==> config.mk <==
export PLATFORM = sky130hd
export DESIGN_NAME = dma_cmd_issuer
export DESIGN_NICKNAME = d
export VERILOG_FILES = /design/src/rtl/dma_cmd_issuer.sv
export SDC_FILE = /design/constraint.sdc
export NUM_CORES = 1
export LEC_CHECK = 0
export ABC_AREA = 1
export CORE_AREA = 2 2 178 137
export CTS_CLUSTER_DIAMETER = 120
export DETAILED_ROUTE_END_ITERATION = 10
export DIE_AREA = 0 0 180 139
export DONT_BUFFER_PORTS = 1
export GPL_ROUTABILITY_DRIVEN = 0
export SLEW_MARGIN = 20
export SYNTH_ARGS = -nofsm -noshare
export SYNTH_HDL_FRONTEND = slang
export SYNTH_SLANG_ARGS = --single-unit
==> constraint.sdc <==
create_clock -name AXI_ACLK -period 3.8 [get_ports AXI_ACLK]
set_input_delay 0.19 -clock AXI_ACLK [delete_from_list [all_inputs] [get_ports AXI_ACLK]]
set_output_delay 0.19 -clock AXI_ACLK [all_outputs]
set_load 0.02 [all_outputs]
==> src/rtl/dma_cmd_issuer.sv <==
// dma_cmd_issuer: splits one DMA descriptor into AXI-legal commands and issues them.
//
// Each command is capped at MAX_CHUNK_BYTES. INCR commands never cross a 4 KB page.
// A command the engine aborts is reissued unchanged after RETRY_GAP idle cycles. The
// descriptor fails once a single command has been aborted more than MAX_RETRY times.
//
// Ports:
//   AXI_ACLK, AXI_ARESET      clock, synchronous active-high reset
//   desc_*                    descriptor input; desc_ready is high only when idle
//   cmd_*                     command output with a valid/ready/abort handshake
//   busy                      a descriptor is in progress
//   done / err                one-cycle completion pulses
//   err_code                  1 = bad descriptor, 2 = retries exhausted; held until next accept
//   chunk_cnt                 number of commands accepted for the current descriptor
module dma_cmd_issuer #(
    parameter int unsigned AXI_ID_WD       = 2,
    parameter int unsigned AXI_ADDR_WD     = 32,
    parameter int unsigned AXI_STRB_WD     = 4,
    parameter int unsigned MAX_CHUNK_BYTES = 1024,
    parameter int unsigned MAX_RETRY       = 3,
    parameter int unsigned RETRY_GAP       = 4
) (
    input  logic                   AXI_ACLK,
    input  logic                   AXI_ARESET,
    input  logic                   desc_valid,
    output logic                   desc_ready,
    input  logic [AXI_ADDR_WD-1:0] desc_addr,
    input  logic [AXI_ADDR_WD-1:0] desc_len,
    input  logic [AXI_ID_WD-1:0]   desc_id,
    input  logic [1:0]             desc_burst,
    input  logic [2:0]             desc_size,
    output logic                   cmd_valid,
    output logic [AXI_ADDR_WD-1:0] cmd_addr,
    output logic [AXI_ID_WD-1:0]   cmd_id,
    output logic [1:0]             cmd_burst,
    output logic [2:0]             cmd_size,
    output logic [AXI_ADDR_WD-1:0] cmd_len,
    input  logic                   cmd_ready,
    input  logic                   cmd_abort,
    output logic                   busy,
    output logic                   done,
    output logic                   err,
    output logic [1:0]             err_code,
    output logic [15:0]            chunk_cnt
);

    localparam int unsigned MaxSize = $clog2(AXI_STRB_WD);
    localparam int unsigned RetryWd = $clog2(MAX_RETRY + 2);
    localparam int unsigned GapWd   = (RETRY_GAP > 1) ? $clog2(RETRY_GAP) : 1;

    localparam logic [AXI_ADDR_WD-1:0] MaxChunk  = AXI_ADDR_WD'(MAX_CHUNK_BYTES);
    localparam logic [AXI_ADDR_WD-1:0] PageBytes = AXI_ADDR_WD'(4096);
    localparam logic [1:0]             BurstIncr = 2'd1;

    typedef enum logic [2:0] {
        StIdle,
        StCheck,
        StCalc,
        StIssue,
        StBackoff,
        StFin
    } state_e;

    state_e                 state_q, state_d;
    logic [AXI_ADDR_WD-1:0] addr_q, addr_d;
    logic [AXI_ADDR_WD-1:0] rem_q, rem_d;
    logic [AXI_ID_WD-1:0]   id_q, id_d;
    logic [1:0]             burst_q, burst_d;
    logic [2:0]             size_q, size_d;
    logic [AXI_ADDR_WD-1:0] cmd_addr_q, cmd_addr_d;
    logic [AXI_ADDR_WD-1:0] cmd_len_q, cmd_len_d;
    logic [RetryWd-1:0]     retry_q, retry_d;
    logic [GapWd-1:0]       gap_q, gap_d;
    logic [15:0]            chunk_cnt_q, chunk_cnt_d;
    logic [1:0]             err_code_q, err_code_d;
    logic                   fin_err_q, fin_err_d;

    logic [AXI_ADDR_WD-1:0] size_mask;
    logic [AXI_ADDR_WD-1:0] to_page;
    logic [AXI_ADDR_WD-1:0] chunk;
    logic                   bad_desc;

    // Descriptor legality and chunk sizing, both from the latched descriptor state.
    always_comb begin
        size_mask = (AXI_ADDR_WD'(1) << size_q) - AXI_ADDR_WD'(1);
        bad_desc  = (rem_q == '0) || (burst_q > BurstIncr) || (size_q > 3'(MaxSize)) ||
                    ((addr_q & size_mask) != '0) || ((rem_q & size_mask) != '0);

        to_page = PageBytes - AXI_ADDR_WD'(addr_q[11:0]);
        chunk   = rem_q;
        if (chunk > MaxChunk) begin
            chunk = MaxChunk;
        end
        // FIXED bursts hit one address, so page crossing does not apply.
        if ((burst_q == BurstIncr) && (chunk > to_page)) begin
            chunk = to_page;
        end
    end

    always_comb begin
        state_d     = state_q;
        addr_d      = addr_q;
        rem_d       = rem_q;
        id_d        = id_q;
        burst_d     = burst_q;
        size_d      = size_q;
        cmd_addr_d  = cmd_addr_q;
        cmd_len_d   = cmd_len_q;
        retry_d     = retry_q;
        gap_d       = gap_q;
        chunk_cnt_d = chunk_cnt_q;
        err_code_d  = err_code_q;
        fin_err_d   = fin_err_q;

        unique case (state_q)
            StIdle: begin
                if (desc_valid) begin
                    addr_d      = desc_addr;
                    rem_d       = desc_len;
                    id_d        = desc_id;
                    burst_d     = desc_burst;
                    size_d      = desc_size;
                    err_code_d  = 2'd0;
                    chunk_cnt_d = 16'd0;
                    fin_err_d   = 1'b0;
                    state_d     = StCheck;
                end
            end
            StCheck: begin
                if (bad_desc) begin
                    err_code_d = 2'd1;
                    fin_err_d  = 1'b1;
                    state_d    = StFin;
                end else begin
                    state_d = StCalc;
                end
            end
            StCalc: begin
                cmd_addr_d = addr_q;
                cmd_len_d  = chunk;
                retry_d    = '0;
                state_d    = StIssue;
            end
            StIssue: begin
                // Abort wins over ready in the same cycle.
                if (cmd_abort) begin
                    retry_d = retry_q + RetryWd'(1);
                    if (retry_d > RetryWd'(MAX_RETRY)) begin
                        err_code_d = 2'd2;
                        fin_err_d  = 1'b1;
                        state_d    = StFin;
                    end else if (RETRY_GAP == 0) begin
                        state_d = StIssue;
                    end else begin
                        gap_d   = '0;
                        state_d = StBackoff;
                    end
                end else if (cmd_ready) begin
                    if (chunk_cnt_q != 16'hFFFF) begin
                        chunk_cnt_d = chunk_cnt_q + 16'd1;
                    end
                    rem_d = rem_q - cmd_len_q;
                    if (burst_q == BurstIncr) begin
                        addr_d = addr_q + cmd_len_q;
                    end
                    if (rem_d == '0) begin
                        fin_err_d = 1'b0;
                        state_d   = StFin;
                    end else begin
                        state_d = StCalc;
                    end
                end
            end
            StBackoff: begin
                if (gap_q == GapWd'(RETRY_GAP - 1)) begin
                    state_d = StIssue;
                end else begin
                    gap_d = gap_q + GapWd'(1);
                end
            end
            StFin: begin
                state_d = StIdle;
            end
            default: begin
                state_d = StIdle;
            end
        endcase
    end

    always_ff @(posedge AXI_ACLK) begin
        if (AXI_ARESET) begin
            state_q     <= StIdle;
            addr_q      <= '0;
            rem_q       <= '0;
            id_q        <= '0;
            burst_q     <= '0;
            size_q      <= '0;
            cmd_addr_q  <= '0;
            cmd_len_q   <= '0;
            retry_q     <= '0;
            gap_q       <= '0;
            chunk_cnt_q <= '0;
            err_code_q  <= '0;
            fin_err_q   <= 1'b0;
        end else begin
            state_q     <= state_d;
            addr_q      <= addr_d;
            rem_q       <= rem_d;
            id_q        <= id_d;
            burst_q     <= burst_d;
            size_q      <= size_d;
            cmd_addr_q  <= cmd_addr_d;
            cmd_len_q   <= cmd_len_d;
            retry_q     <= retry_d;
            gap_q       <= gap_d;
            chunk_cnt_q <= chunk_cnt_d;
            err_code_q  <= err_code_d;
            fin_err_q   <= fin_err_d;
        end
    end

    assign desc_ready = (state_q == StIdle);
    assign busy       = (state_q != StIdle);
    assign cmd_valid  = (state_q == StIssue);
    assign cmd_addr   = cmd_addr_q;
    assign cmd_len    = cmd_len_q;
    assign cmd_id     = id_q;
    assign cmd_burst  = burst_q;
    assign cmd_size   = size_q;
    assign done       = (state_q == StFin) && !fin_err_q;
    assign err        = (state_q == StFin) && fin_err_q;
    assign err_code   = err_code_q;
    assign chunk_cnt  = chunk_cnt_q;

endmodule

### After elaboration in Yosys (flattened, before gate mapping)

Index checks and enable logic that the tools add are counted.

* $add $sub $neg: 7
* multiply operators: 0
* div/mod/pow operators: 0
* $lt $le $gt $ge: 5
* eq/ne operators: 22
* shift operators: 1
* muxes and demuxes: 42
* bitwise gates (word level): 2
* reduce and logical (&&, ||, !) cells: 27

Operators with widths (number)
* 32-bit 2-to-1 mux: 9
* 32-bit case mux with 2 select lines: 2
* 32-bit AND: 2
* 32-bit logical NOT: 2
* 16-bit 2-to-1 mux: 4
* 32-bit nonzero test: 2
* 32-bit adder: 1
* 32-bit by 11-bit > comparator with 1-bit output, second input constant: 1
* 32-bit > comparator: 1
* 16-bit case mux with 2 select lines: 1
* 1-bit by 3-bit left shift with 32-bit output, first input constant: 1
* 32-bit by 2-bit subtractor with 32-bit output, second input constant: 1
* 32-bit subtractor: 1
* 3-bit 2-to-1 mux: 7
* 16-bit by 1-bit adder with 16-bit output, second input constant: 1
* 16-bit != test, second input constant: 1
* 3-bit case mux with 5 select lines: 1
* 5-bit AND reduction: 3
* 2-bit 2-to-1 mux: 7
* 13-bit by 12-bit subtractor with 14-bit output, first input constant: 1
* 2-bit != test, second input constant: 6
* 2-bit by 1-bit != test with 1-bit output, second input constant: 5
* 4-bit AND reduction: 2
* 1-bit 2-to-1 mux: 7
* 24 further kinds: 37

* flip-flop bits (word level): 162
* latch bits: 0
* memory bits (writable): 0
* memory bits (read-only): 0
* input port bits: 76
* output and inout port bits: 94
* logic and storage cells: 119
* memories kept: 0

### Longest topological paths before layout

* depth in word-level cells: 8
* gate-level depth with buffers: 23
* depth with buffers taken out: 23

### Worst setup path after synthesis

Ideal clock, no wire load.

* kind: register to register
* from: register addr_q[1]
* to: register cmd_len_q[10] (netlist: cmd_len[10])
* setup time: 0.132 ns
* data arrival time: 2.906 ns
* required time: 3.668 ns
* path slack: 0.762 ns
* cell stages (with the launch flop): 20
* buffers on the path: 1
* clock period less this slack: 3.038 ns
* path through: dfxtp_1 > inv_1 > ha_1 > nand3_1 > nor2_1 > nand2_1 > nor3_1 > nand3_1 > xor2_1 > ha_1 > nand2_1 > o21ai_0 > a21oi_1 > nand2_1 > nand3_1 > inv_1 > clkbuf_1 > nand2_1 > o211ai_1 > a21oi_1

* longest elaborated chain between the ends: 4

Ends and longest elaborated chain
* start, declared: line 65 `logic [AXI_ADDR_WD-1:0] addr_q, addr_d;`
* start signal, assigned: line 207 `addr_q <= addr_d;`
* 13-bit by 12-bit subtractor with 14-bit output *: line 89 `to_page = PageBytes - AXI_ADDR_WD'(addr_q[11:0]);`
* 32-bit > comparator: line 95 `if ((burst_q == BurstIncr) && (chunk > to_page)) begin`
* 1-bit logical AND: line 95
* 32-bit 2-to-1 mux *: line 95
* end signal, assigned: line 213 `cmd_len_q <= cmd_len_d;`
* end, declared: line 71 `logic [AXI_ADDR_WD-1:0] cmd_len_q, cmd_len_d;`

Mark *: on every way between the ends. The rest lies on a longest branch, timed or not.
A chain may end at the register's enable or synchronous reset.

### Worst setup path after layout

* from: register rem_q[19]
* to: register cmd_len_q[8] (netlist: cmd_len[8])

* longest elaborated chain between the ends: 5

Ends and longest elaborated chain
* start, declared: line 66 `logic [AXI_ADDR_WD-1:0] rem_q, rem_d;`
* start signal, assigned: line 208 `rem_q <= rem_d;`
* 32-bit by 11-bit > comparator with 1-bit output: line 91 `if (chunk > MaxChunk) begin`
* 32-bit 2-to-1 mux *: line 91
* 32-bit > comparator: line 95
* 1-bit logical AND: line 95
* 32-bit 2-to-1 mux *: line 95

Marked as above.

==> impl_metrics.csv <==
group,metric,value,unit
run_status,outcome,"complete, no violations",
sta,slew_viol_final,0,
job,maxCapViolCount,0,
sta,rsz0062_at_grt,"no",
global_route,met1_usage,41.2,%
routing,ant_nets,0,
setup_path,cp_max_fo,11,
global_route,antenna_found_initial,1,
global_route,grt_pass1_vias,11000,
synthesis,ys.flop_type,"dfxtp_1",
floorplan,fp-row-count,49,
global_route,grt_overflow_total,0,
routing,vias,12000,
setup_path,rr_startpoint,"rem_q[19]$_SDFFE_PP0P_",
clock_tree,cts-root-buf,"clkbuf_16",
setup_path,crit_required,4.10,ns
synthesis,yosys.area_share.simple,30.8,%
synthesis,yosysUniqueCellTypes,47,
synthesis,synth_top_family_by_area,"simple AND/OR/NAND/NOR gates",
routing,routedWlPerCell,17.4,um
synthesis,synth_area_leaders,"dfxtp_1 28%, nand2_1 15%, ha_1 8.8%",
setup_path,reg2reg_slack,0.37,ns
power_and_ir_drop,peakVddDrop,536,uV
setup_path,cp-startpoint,"rem_q[19]$_SDFFE_PP0P_",
final_layout,syn_to_final_growth,13.1,%
sta,fmax,291,MHz
synthesis,ys_seq_area_share,28.3,%
clock_tree,cts_num_sinks,162,
synthesis,ys_seq_elements,162,
floorplan,start_util,49.1,%
sta,timing.final.crit_share,90.3,%
worst_hold_path,min_path_cells,3,
sta,final.setup.tns,0,ns
synthesis,synth_area_per_cell,6.31,um2
global_route,grt_util_met2,46.6,%
synthesis,yosysWarnings,0,
clock_tree,cts_tree,"yes",
synthesis,synth.top_cell.area_share,28.3,%
power_and_ir_drop,powerDensity,978,nW/um2
floorplan,core,23400,um2
place,dpl_worst_slack,0.424,ns
worst_hold_path,min_path_type,"in2reg",
setup_path,r2r_end,"cmd_len[8]$_SDFFE_PP0P_",
routing,drt-pass1-iter-count,5,
sta,setup_violations,0,
final_layout,n_antenna_cell,0,
place,dp_hpwl,29200,um
power_and_ir_drop,p_leak,6.23,nW
setup_path,startpoint_type,"flip-flop",
sta,tightest_slew,0.769,ns
floorplan,io_pins,170,
synthesis,netlist_instances,1820,
routing,drc,0,
worst_hold_path,holdCritStartpoint,"cmd_ready",
final_layout,final_area,13000,um2
global_route,grt_max_degree,88,
setup_path,worstSetupEndpointType,"flip-flop",
clock_tree,cts.clk_slew.worst_paths,0.07,ns
floorplan,dieHeight,139,um
global_route,met3_usage,8.06,%
synthesis,synth_xor_area_share,2.67,%
sta,hold_viol_final,0,
synthesis,muxShareOfSynthArea,0,%
worst_hold_path,holdPathEnd,"state_q[0]$_SDFFE_PP0P_",
final_layout,fin_util,55.6,%
routing,vias_per_cell,5.48,
synthesis,synthArstFlopShare,0,%
sta,worst_slack,0.368,ns
final_layout,fin_nets,2030,
floorplan,die_w,180,um
routing,drt_iter0_markers,1023,
clock_tree,cts-htree-levels,4,
synthesis,synth_edf_count,0,
global_route,grt_pass1_wl,59800,um
sta,finalCriticalPeriod,3.43,ns
synthesis,synth_top_area_cell,"dfxtp_1",
global_route,grt_usage,29.9,%
synthesis,synth_fa_ha_area_share,9.18,%
clock_tree,cts.path.max_buffers,2,
place,portBuffers,0,
final_layout,layout-drive-gt1-share,5.15,%
global_route,gr-max-usage-layer,"met2",
synthesis,netlist_area,11500,um2
sta,clock_skew,0.0140,ns
synthesis,synth_compound_area_share,18.5,%
setup_path,ff2ff_path_depth,19,
final_layout,fill_cells,2388,
setup_path,path_class,"reg2reg",
floorplan,dieArea,25000,um2
clock_tree,cts_buffers,17,
sta,slew-limit-headroom,48.7,%
setup_path,arrival,3.74,ns
routing,wl,38000,um
place,dpl_cell_area,11900,um2
clock_tree,clk_latency,0.44,ns
## cell usage in the layout (no fill, tap or decap), types with 9 or more instances in the layout
cell type,synthesis,routed
nand3_1,81,81
a22oi_1,25,25
ha_1,81,81
inv_1,265,263
o21ai_0,102,102
nor3_1,41,40
o211ai_1,16,16
a211oi_1,11,11
a31oi_1,10,10
dlygate4sd3_1,0,49
nand2_1,446,446
clkbuf_16,0,17
xor2_1,24,24
xnor2_1,11,11
nor2_1,219,218
nand4_1,20,20
a21oi_1,162,162
a221oi_1,9,9
dfxtp_1,162,162
buf_4,0,32
## cell usage after synthesis, drive strengths merged, types with 8 or more instances
library cell	count
inv	272
o211ai	16
xor2	24
nor2	226
dfxtp	162
buf	10
a22oi	25
a221oi	9
nor3	41
xnor2	11
nand3b	8
a31oi	10
nand3	81
or2	11
a211oi	11
a21oi	162
ha	81
o21ai	104
nand4	20
nand2	450
clkbuf	41
## final cells by class
class,instances,area [um2],area share [%]
Clock inverter,11,92.6,0.713
Tap cell,306,383,2.95
Inverter,272,1030,7.91
Timing Repair Buffer,82,758,5.84
Clock buffer,19,433,3.34
Sequential cell,162,3240,25.0
Multi-Input combinational cell,1336,7040,54.3
## cells by family (layout without fill, tap and decap cells)
kind of cell | Yosys count | in the layout
AO/OA/AOI/OAI | 368 | 368
XOR/XNOR | 35 | 35
adder cells (fa/ha/maj) | 83 | 83
buffers and inverters | 323 | 384
flip-flops | 162 | 162
other | 1 | 2
AND/OR/NAND/NOR | 848 | 848
## worst max-delay path by stage
stage	cells past startpoint	slack (ns)	to
after floorplan	19	0.76	cmd_len[10]$_SDFFE_PP0P_
after global placement	17	0.57	cmd_len[9]$_SDFFE_PP0P_
after detailed placement	19	0.42	cmd_len[9]$_SDFFE_PP0P_
after CTS	19	0.41	cmd_len[9]$_SDFFE_PP0P_
after global routing	19	0.11	cmd_len[8]$_SDFFE_PP0P_
final	19	0.37	cmd_len[8]$_SDFFE_PP0P_
## registers in the layout, summed over array words and instances (netlist names)
name	flops
addr_q	32
cmd_addr	32
cmd_len	32
rem_q	32
chunk_cnt	16
cmd_size	3
retry_q	3
state_q	3
cmd_burst	2
cmd_id	2
err_code	2
gap_q	2
fin_err_q	1
## timing repair
| action | 4_1_cts | 5_1_grt |
|---|---|---|
| gates resized for setup | 0 | 1 |
| setup buffers | 0 | 2 |
| hold buffers | 50 | 0 |
| setup endpoints to repair | 0 | 1 |
| hold endpoints to repair | 103 | 0 |
## report_power, final
group / internal [mW] / total (mW) / switching, mW / leakage, nW
Combinational: 2.59 / 8.30 / 5.70 / 4.65
Clock: 0.887 / 1.60 / 0.715 / 0.258
Sequential: 2.18 / 2.79 / 0.613 / 1.32
## critical path, stage by stage, from the launching register on
cell and delay (ns):
dfxtp_1 0.36, nor2_1 0.16, nand4_1 0.18, nor2_1 0.24, inv_1 0.10, nor2_1 0.19, nor2_1 0.07, buf_4 0.16
nor2_1 0.14, ha_1 0.28, a21o_1 0.18, a31oi_1 0.17, o211ai_1 0.12, nand3_1 0.08, nand2_1 0.05, nand3_1 0.14
clkinvlp_4 0.15, buf_4 0.19, o211ai_1 0.21, a21oi_1 0.10
## per-stage QoR
step           hold slack [ns]  cells  total power, mW
6_report               0.00980   2188             12.7
5_1_grt                0.00791   2188             13.8
4_1_cts                0.00290   2186             12.5
3_5_place_dp             0.269   2106             10.8
3_3_place_gp             0.269   2106             10.7
2_1_floorplan            0.325   1821             8.58
## metal layers
metal / vias to the layer above / share of wire, % / wire (um)
met5: - / 0 / 0
li1: 6052 / - / -
met2: 449 / 43 / 16400
met1: 5458 / 46 / 17600
met3: 40 / 8.6 / 3260
met4: 0 / 1.8 / 675
No activity file was read; power rests on OpenSTA's default activity.
